`config.mk`:
```
export PLATFORM = sky130hd
export DESIGN_NAME = dual_mic_frontend
export DESIGN_NICKNAME = d
export VERILOG_FILES = /design/src/rtl/dual_mic_frontend.sv
export SDC_FILE = /design/constraint.sdc
export NUM_CORES = 1
export LEC_CHECK = 0
export ABC_CLOCK_PERIOD_IN_PS = 4500
export CORE_MARGIN = 8
export CORE_UTILIZATION = 30
export CTS_BUF_LIST = sky130_fd_sc_hd__clkbuf_4 sky130_fd_sc_hd__clkbuf_8 sky130_fd_sc_hd__clkbuf_16
export DETAILED_ROUTE_END_ITERATION = 6
export PLACE_DENSITY = 0.46
export SKIP_LAST_GASP = 1
export SLEW_MARGIN = 20
export SYNTH_ARGS = -nofsm -noshare
export SYNTH_HDL_FRONTEND = slang
export SYNTH_SLANG_ARGS = --single-unit
```
`constraint.sdc`:
```
create_clock -name clk -period 4.5 [get_ports clk]
set_clock_uncertainty 0.15 [all_clocks]
set_input_delay 0.9 -clock clk [delete_from_list [all_inputs] [get_ports clk]]
set_output_delay 0.9 -clock clk [all_outputs]
set_load 0.02 [all_outputs]
```
`src/rtl/dual_mic_frontend.sv`:
```
// Dual-microphone acquisition front end. Boxcar-decimates two offset-binary ADC streams into
// signed samples and strobes them out no more often than every min_gap cycles.
module dual_mic_frontend #(
  parameter int unsigned wordsize   = 8,
  parameter int unsigned adc_width  = 12,
  parameter int unsigned log2_decim = 2,
  parameter int unsigned min_gap    = 40
) (
  input  logic                 clk,
  input  logic                 rst_n,
  input  logic                 enable,
  input  logic                 adc_valid,
  input  logic [adc_width-1:0] adc_main,
  input  logic [adc_width-1:0] adc_sub,
  output logic [wordsize-1:0]  main,
  output logic [wordsize-1:0]  sub,
  output logic                 start_sample,
  output logic                 start,
  output logic                 overrun
);

  localparam int unsigned acc_w   = adc_width + log2_decim;
  localparam int unsigned shift_w = adc_width - wordsize;
  localparam int unsigned cnt_w   = (log2_decim == 0) ? 1 : log2_decim;
  localparam int unsigned gap_w   = $clog2(min_gap);

  localparam logic [cnt_w-1:0] cnt_last = cnt_w'((2 ** log2_decim) - 1);
  localparam logic [gap_w-1:0] gap_max  = gap_w'(min_gap - 1);
  localparam logic signed [acc_w:0] out_max = (acc_w + 1)'((2 ** (wordsize - 1)) - 1);
  localparam logic signed [acc_w:0] out_min = (acc_w + 1)'(-(2 ** (wordsize - 1)));
  localparam logic signed [acc_w:0] round_k = (acc_w + 1)'(2 ** (shift_w - 1));

  typedef enum logic {IDLE, ACCUM} state_e;

  // Offset-binary to two's complement, sign-extended to accumulator width.
  function automatic logic signed [acc_w-1:0] conv(input logic [adc_width-1:0] w);
    logic signed [adc_width-1:0] t;
    t = $signed(w ^ {1'b1, {(adc_width - 1){1'b0}}});
    return acc_w'(t);
  endfunction

  // Average, round to nearest, drop low bits and saturate to the output word.
  function automatic logic [wordsize-1:0] scale(input logic signed [acc_w-1:0] sum);
    logic signed [acc_w-1:0] avg;
    logic signed [acc_w:0]   r;
    logic signed [acc_w:0]   q;
    avg = sum >>> log2_decim;
    r   = (acc_w + 1)'(avg) + round_k;
    q   = r >>> shift_w;
    if (q > out_max)      q = out_max;
    else if (q < out_min) q = out_min;
    return wordsize'(q);
  endfunction

  state_e                  state_q, state_d;
  logic signed [acc_w-1:0] acc_m_q, acc_m_d, acc_s_q, acc_s_d;
  logic [cnt_w-1:0]        cnt_q, cnt_d;
  logic [gap_w-1:0]        gap_q, gap_d;
  logic [wordsize-1:0]     main_q, main_d, sub_q, sub_d;
  logic                    strobe_q, strobe_d;
  logic                    start_q, start_d;
  logic                    overrun_q, overrun_d;
  logic signed [acc_w-1:0] sum_m, sum_s;

  always_comb begin
    state_d   = state_q;
    acc_m_d   = acc_m_q;
    acc_s_d   = acc_s_q;
    cnt_d     = cnt_q;
    main_d    = main_q;
    sub_d     = sub_q;
    strobe_d  = 1'b0;
    start_d   = start_q;
    overrun_d = overrun_q;
    sum_m     = acc_m_q + conv(adc_main);
    sum_s     = acc_s_q + conv(adc_sub);

    case (state_q)
      IDLE: begin
        acc_m_d   = '0;
        acc_s_d   = '0;
        cnt_d     = '0;
        start_d   = 1'b0;
        overrun_d = 1'b0;
        if (enable) state_d = ACCUM;
      end
      ACCUM: begin
        if (!enable) begin
          state_d   = IDLE;
          acc_m_d   = '0;
          acc_s_d   = '0;
          cnt_d     = '0;
          start_d   = 1'b0;
          overrun_d = 1'b0;
        end else if (adc_valid) begin
          if (cnt_q == cnt_last) begin
            acc_m_d = '0;
            acc_s_d = '0;
            cnt_d   = '0;
            // Completion inside the gap window is dropped rather than delayed.
            if (gap_q >= gap_max) begin
              strobe_d = 1'b1;
              start_d  = 1'b1;
              main_d   = scale(sum_m);
              sub_d    = scale(sum_s);
            end else begin
              overrun_d = 1'b1;
            end
          end else begin
            acc_m_d = sum_m;
            acc_s_d = sum_s;
            cnt_d   = cnt_w'(cnt_q + 1'b1);
          end
        end
      end
      default: state_d = IDLE;
    endcase

    if (strobe_d)              gap_d = '0;
    else if (gap_q >= gap_max) gap_d = gap_max;
    else                       gap_d = gap_w'(gap_q + 1'b1);
  end

  always_ff @(posedge clk or negedge rst_n) begin
    if (!rst_n) begin
      state_q   <= IDLE;
      acc_m_q   <= '0;
      acc_s_q   <= '0;
      cnt_q     <= '0;
      gap_q     <= gap_max;
      main_q    <= '0;
      sub_q     <= '0;
      strobe_q  <= 1'b0;
      start_q   <= 1'b0;
      overrun_q <= 1'b0;
    end else begin
      state_q   <= state_d;
      acc_m_q   <= acc_m_d;
      acc_s_q   <= acc_s_d;
      cnt_q     <= cnt_d;
      gap_q     <= gap_d;
      main_q    <= main_d;
      sub_q     <= sub_d;
      strobe_q  <= strobe_d;
      start_q   <= start_d;
      overrun_q <= overrun_d;
    end
  end

  assign main         = main_q;
  assign sub          = sub_q;
  assign start_sample = strobe_q;
  assign start        = start_q;
  assign overrun      = overrun_q;

endmodule

```
; Word level (Yosys, flattened, before mapping)
; Cells that the tools add are included.
[totals]
reg_bits = 56
out_inout_bits = 19
wordCells = 66
[classes]
n_reduce_logical = 3
bitwise_logic = 3
n_addsub = 6
mux = 34
n_eq_ne = 5
n_lt_le_gt_ge = 5
[op_table]
columns = operator, n
row1 = $mux W14, 6
row2 = $pmux W14 S2, 2
row3 = $mux W8, 4
row4 = $add A14 B12 Y14, 2
row5 = $add A12 B5 Y13 const B, 2
row6 = $gt A9 B8 Y1 const B, 2
row7 = $lt A9 B8 Y1 const B, 2
row8 = $mux W1, 14
row9 = $mux W6, 2
row10 = $add A6 B1 Y6 const B, 1
row11 = $ge A6 B6 Y1 const B, 1
row12 = $mux W2, 3
row13 = $ne A3 B2 Y1 const B, 2
row14 = $ne A3 B3 Y1 const B, 2
row15 = $reduce_and A3 Y1, 2
row16 = $reduce_and A5 Y1, 1
row17 = $pmux W1 S2, 2
row18 = $pmux W2 S2, 1
row19 = $not A1 Y1, 3
row20 = $add A2 B1 Y2 const B, 1
row21 = $eq A2 B2 Y1 const B, 1

; Logic depth before layout (Yosys ltp)
[logic_depth]
depth_word = 7
ltp_mapped = 13
ltp_nobuf = 13

; Worst setup path after synthesis
; OpenSTA, ideal clock, no wires.
[synth_timing]
path_type = input to register
from = input adc_main[3]
to = register main_q[6], in the netlist main[6]
path_stages = 11
path_slack_ns = 0.760
arrival_time_ns = 3.469
path_buffers = 0
cell_sequence = ha_1 and2_4 a221oi_2 nand2_1 xor2_1 ha_1 inv_1 or4b_1 nor3_1 nand2_1 a41o_1
[synth_between]
elab_chain_len = 5
elab_cells_between_ends = 6
cone_classes = 2 x add/sub / 2 x order compare / 2 x mux
[synth_lines]
columns = element, line
row1 = start: declaration, 13  ; input logic [adc_width-1:0] adc_main,
row2 = $add A14 B12 Y14 *, 75  ; sum_m = acc_m_q + conv(adc_main);
row3 = $add A12 B5 Y13 *, 48  ; r = (acc_w + 1)'(avg) + round_k;
row4 = $lt A9 B8 Y1, 51  ; else if (q < out_min) q = out_min;
row5 = $mux W8, 51
row6 = $mux W8 *, 50  ; if (q > out_max) q = out_max;
row7 = end signal: assignment, 142  ; main_q <= main_d;
row8 = end: declaration, 59  ; logic [wordsize-1:0] main_q, main_d, sub_q, sub_d;
; Mark *: on every way between the ends. The rest lies on a longest branch, timed or not.
; A chain may end at the register's enable or synchronous reset.

; Worst setup path in the final report
[layout_timing]
from = input adc_main[0]
to = register main_q[6], in the netlist main[6]
; Same word-level chain as after synthesis.

==> flow_metrics.tcl <==
set metrics [dict create \
    status "finished clean" \
    crit_chain "clkdlybuf4s50_1 -> ha_1 -> inv_1 -> fa_1 -> nor2b_1 -> o31ai_1 -> nand2_1 -> xor2_1 -> ha_1 -> inv_1 -> or4b_1 -> nor3_1 -> nand2_1 -> a41o_1" \
    h-tree-depth 2 \
    worstMarginPinSlew_ns 0.801 \
    syn_area_mm2 0.00396 \
    met2_length_um 5300 \
    fin_nets 546 \
    pwr_density_cell_mw_per_mm2 298 \
    start_util_pct 30.2 \
    io_buffers 46 \
    period_share_pct 87.8 \
    vias_per_cell 5.10 \
    dpl-instance-area_mm2 0.00468 \
    hp-class "register to register" \
    cts_buffers 5 \
    die_h_um 131 \
    antenna_cells 0 \
    hold_ws_ns 0.341 \
    critPathMaxFanout 3 \
    synth-async-reset-ratio_pct 100 \
    cts_root_buf "clkbuf_16" \
    path_depth 14 \
    initialDrtViolationCount 165 \
    fin_crit_ns 3.95 \
    post-dp-hpwl_um 8010 \
    finalNonFillerCells 663 \
    grt_overflow 0 \
    seq_area_frac_synth_pct 35.6 \
    row_count 42 \
    path_buf_inv 3 \
    whs_path_depth 2 \
    drt-pass1-iter-count 4 \
    cpLargestDelayFamily "simple AND/OR/NAND/NOR gates" \
    vdd_drop_max_v 0.000159 \
    grt_pass1_vias 3492 \
    crit_arrival_ns 4.01 \
    post_cts_buffers 0 \
    finalMaxSlewViolations 0 \
    leakage_nw 2.15 \
    fmaxAchievable_ghz 0.253 \
    area_growth_pct 22.7 \
    drc 0 \
    cp.required_ns 4.56 \
    yosysTopAreaCell "dfrtp_1" \
    synth_edf_count 0 \
    synth_area_leaders "dfrtp_1 33%, ha_1 9.5%, nand2_1 4.3%" \
    clock_sinks 56 \
    antenna_left 0 \
    insertion_delay_ns 0.31 \
    reg2reg_to "main[6]" \
    layout-drive-gt1-share_pct 9.45 \
    p_total_mw 1.45 \
    reg2regPathDepth 11 \
    place_congestion 0.795 \
    synth.top_cell.area_share_pct 32.9 \
    slew_headroom_pct 46.5 \
    coreArea_mm2 0.0131 \
    dp.cells 655 \
    syn_avg_cell_area_um2 9.13 \
    crit_type "primary input to register" \
    cts_buffer_depth 2 \
    grt_max_degree 36 \
    setup_violations 0 \
    grt.total_usage_pct 13.1 \
    antenna_found_initial 0 \
    wl_um 10400 \
    dieArea_mm2 0.0171 \
    synth.distinct_cells 67 \
    worstReg2RegStart "acc_m_q[3]" \
    yosys_most_used_dff "dfrtp_1" \
    yosysWarnings 0 \
    hold_end "acc_m_q[11]" \
    wl_met1_um 4530 \
    cp_slowest_cell "or4b_1" \
    grt_pass1_wl_um 17600 \
    cts.hold.buffers_added 0 \
    start_kind "primary input" \
    setup_tns_ns 0 \
    hp-start "acc_m_q[11]" \
    syn_nets 493 \
    slowest_delay_ns 0.56 \
    die_x_um 131 \
    wl_met3_um 373 \
    fin_area_mm2 0.00485 \
    synthCells 433 \
    cts-resized-gates 0 \
    reg2reg_slack_ns 1.20 \
    io_pins 47 \
    cap_violations 0 \
    ys_ff_latch 56 \
    crit_path_end_kind "register" \
    wl_per_cell_um 15.7 \
    clk_pin_slew_worst_paths_ns 0.07 \
    cts_tree "yes" \
    vias 3383 \
    rsz0062_at_grt "false" \
    topRoutingLayerUsed "met4" \
    hold_violations 0 \
]
==> state kept, by name, indices dropped and copies added, names as in the netlist <==
signal,cells
acc_m_q,14
acc_s_q,14
cnt_q,2
gap_q,6
main,8
overrun,1
start,1
start_sample,1
state_q,1
sub,8
==> area by class of cell <==
cell class / instances / area [µm²]
clock buffer: 5 / 125
clock inverter: 3 / 47.5
fill: 1326 / 8230
inverter: 13 / 48.8
multi-input combinational: 350 / 2440
sequential: 56 / 1410
tap: 176 / 220
timing repair buffer: 60 / 561
==> synth_stat cells (3+ instances only) <==
master / count
a31oi_1: 14
a211oi_2: 3
o31ai_1: 8
a21oi_1: 23
xor2_1: 19
dfrtp_1: 52
buf_2: 3
clkbuf_1: 10
o211ai_1: 7
a211oi_1: 4
xnor2_1: 8
nor3_1: 9
o21ai_0: 28
and3_1: 4
o21a_1: 5
nor2b_1: 3
a21o_1: 10
ha_1: 30
inv_1: 12
nand2b_1: 6
dfstp_2: 4
or3_1: 4
a22o_1: 10
mux2i_1: 5
and2_1: 5
nand2_1: 45
nor3b_1: 3
nor2_1: 38
nand3_1: 13
==> worst max-delay path by stage <==
stage	start	endpoint	slack, ns
CTS	adc_main[0]	main[6]	0.55
detailed placement	adc_sub[0]	sub[2]	0.24
global placement	adc_main[0]	main[6]	0.28
global route	adc_sub[0]	sub[3]	0.29
finish	adc_main[0]	main[6]	0.55
floorplan	adc_main[3]	main[6]	0.76
==> cell families (layout without fill, tap and decap cells) <==
logic type	count (synthesis)	after routing	synth area share, %
AOI/OAI and AO/OA	138	138	24.9
xor gates and xnor gates	28	28	6.39
adders and majority gates	32	32	10.5
buffers and inverters	27	81	2.66
DFF	56	56	35.6
muxes	7	7	1.83
and+or+nand+nor	145	145	18.2
==> power breakdown <==
part	total [mW]	leakage, nW	internal [mW]	switching (mW)
logic	0.409	1.31	0.179	0.231
registers	0.561	0.757	0.541	0.0206
clock network	0.476	0.0840	0.266	0.211
==> per-layer routing <==
layer / GRT usage, % / vias to the layer above
li1: - / 1699
met1: 15.3 / 1624
met2: 23.0 / 48
met3: 2.56 / 12
met4: 5.74 / 0
met5: 0 / -
==> per-stage QoR <==
stage | utilization [%] | worst slack (ns)
finish | 37.1 | 0.548
global route | 37.1 | 0.285
CTS | 37.1 | 0.552
detailed placement | 35.8 | 0.236
global placement | 35.8 | 0.276
floorplan | - | 0.760
==> cells in the final DEF (no fill, tap or decap), types with 5 or more instances in the layout <==
master	netlist	final
dfrtp_1	52	52
nand2_1	45	45
clkdlybuf4s50_1	0	45
nor2_1	38	38
ha_1	30	30
o21ai_0	28	28
a21oi_1	23	23
xor2_1	19	19
a31oi_1	14	14
buf_4	0	14
nand3_1	13	13
inv_1	12	12
a21o_1	10	10
a22o_1	10	10
nor3_1	9	9
o31ai_1	8	8
xnor2_1	8	8
o211ai_1	7	7
nand2b_1	6	6
and2_1	5	5
o21a_1	5	5
mux2i_1	5	5
clkbuf_16	0	5
==> worst register-to-register path, cell delays in order, from the launching register on <==
cell and delay [ns]:
dfrtp_1 0.40, ha_1 0.34, and2_4 0.19, a221oi_2 0.40, nand2_1 0.12, xor2_1 0.22, ha_1 0.21, inv_1 0.07
or4b_1 0.56, nor3_1 0.24, nand2_1 0.09, a41o_1 0.23
Note: power is estimated with default switching activity, not from simulation.
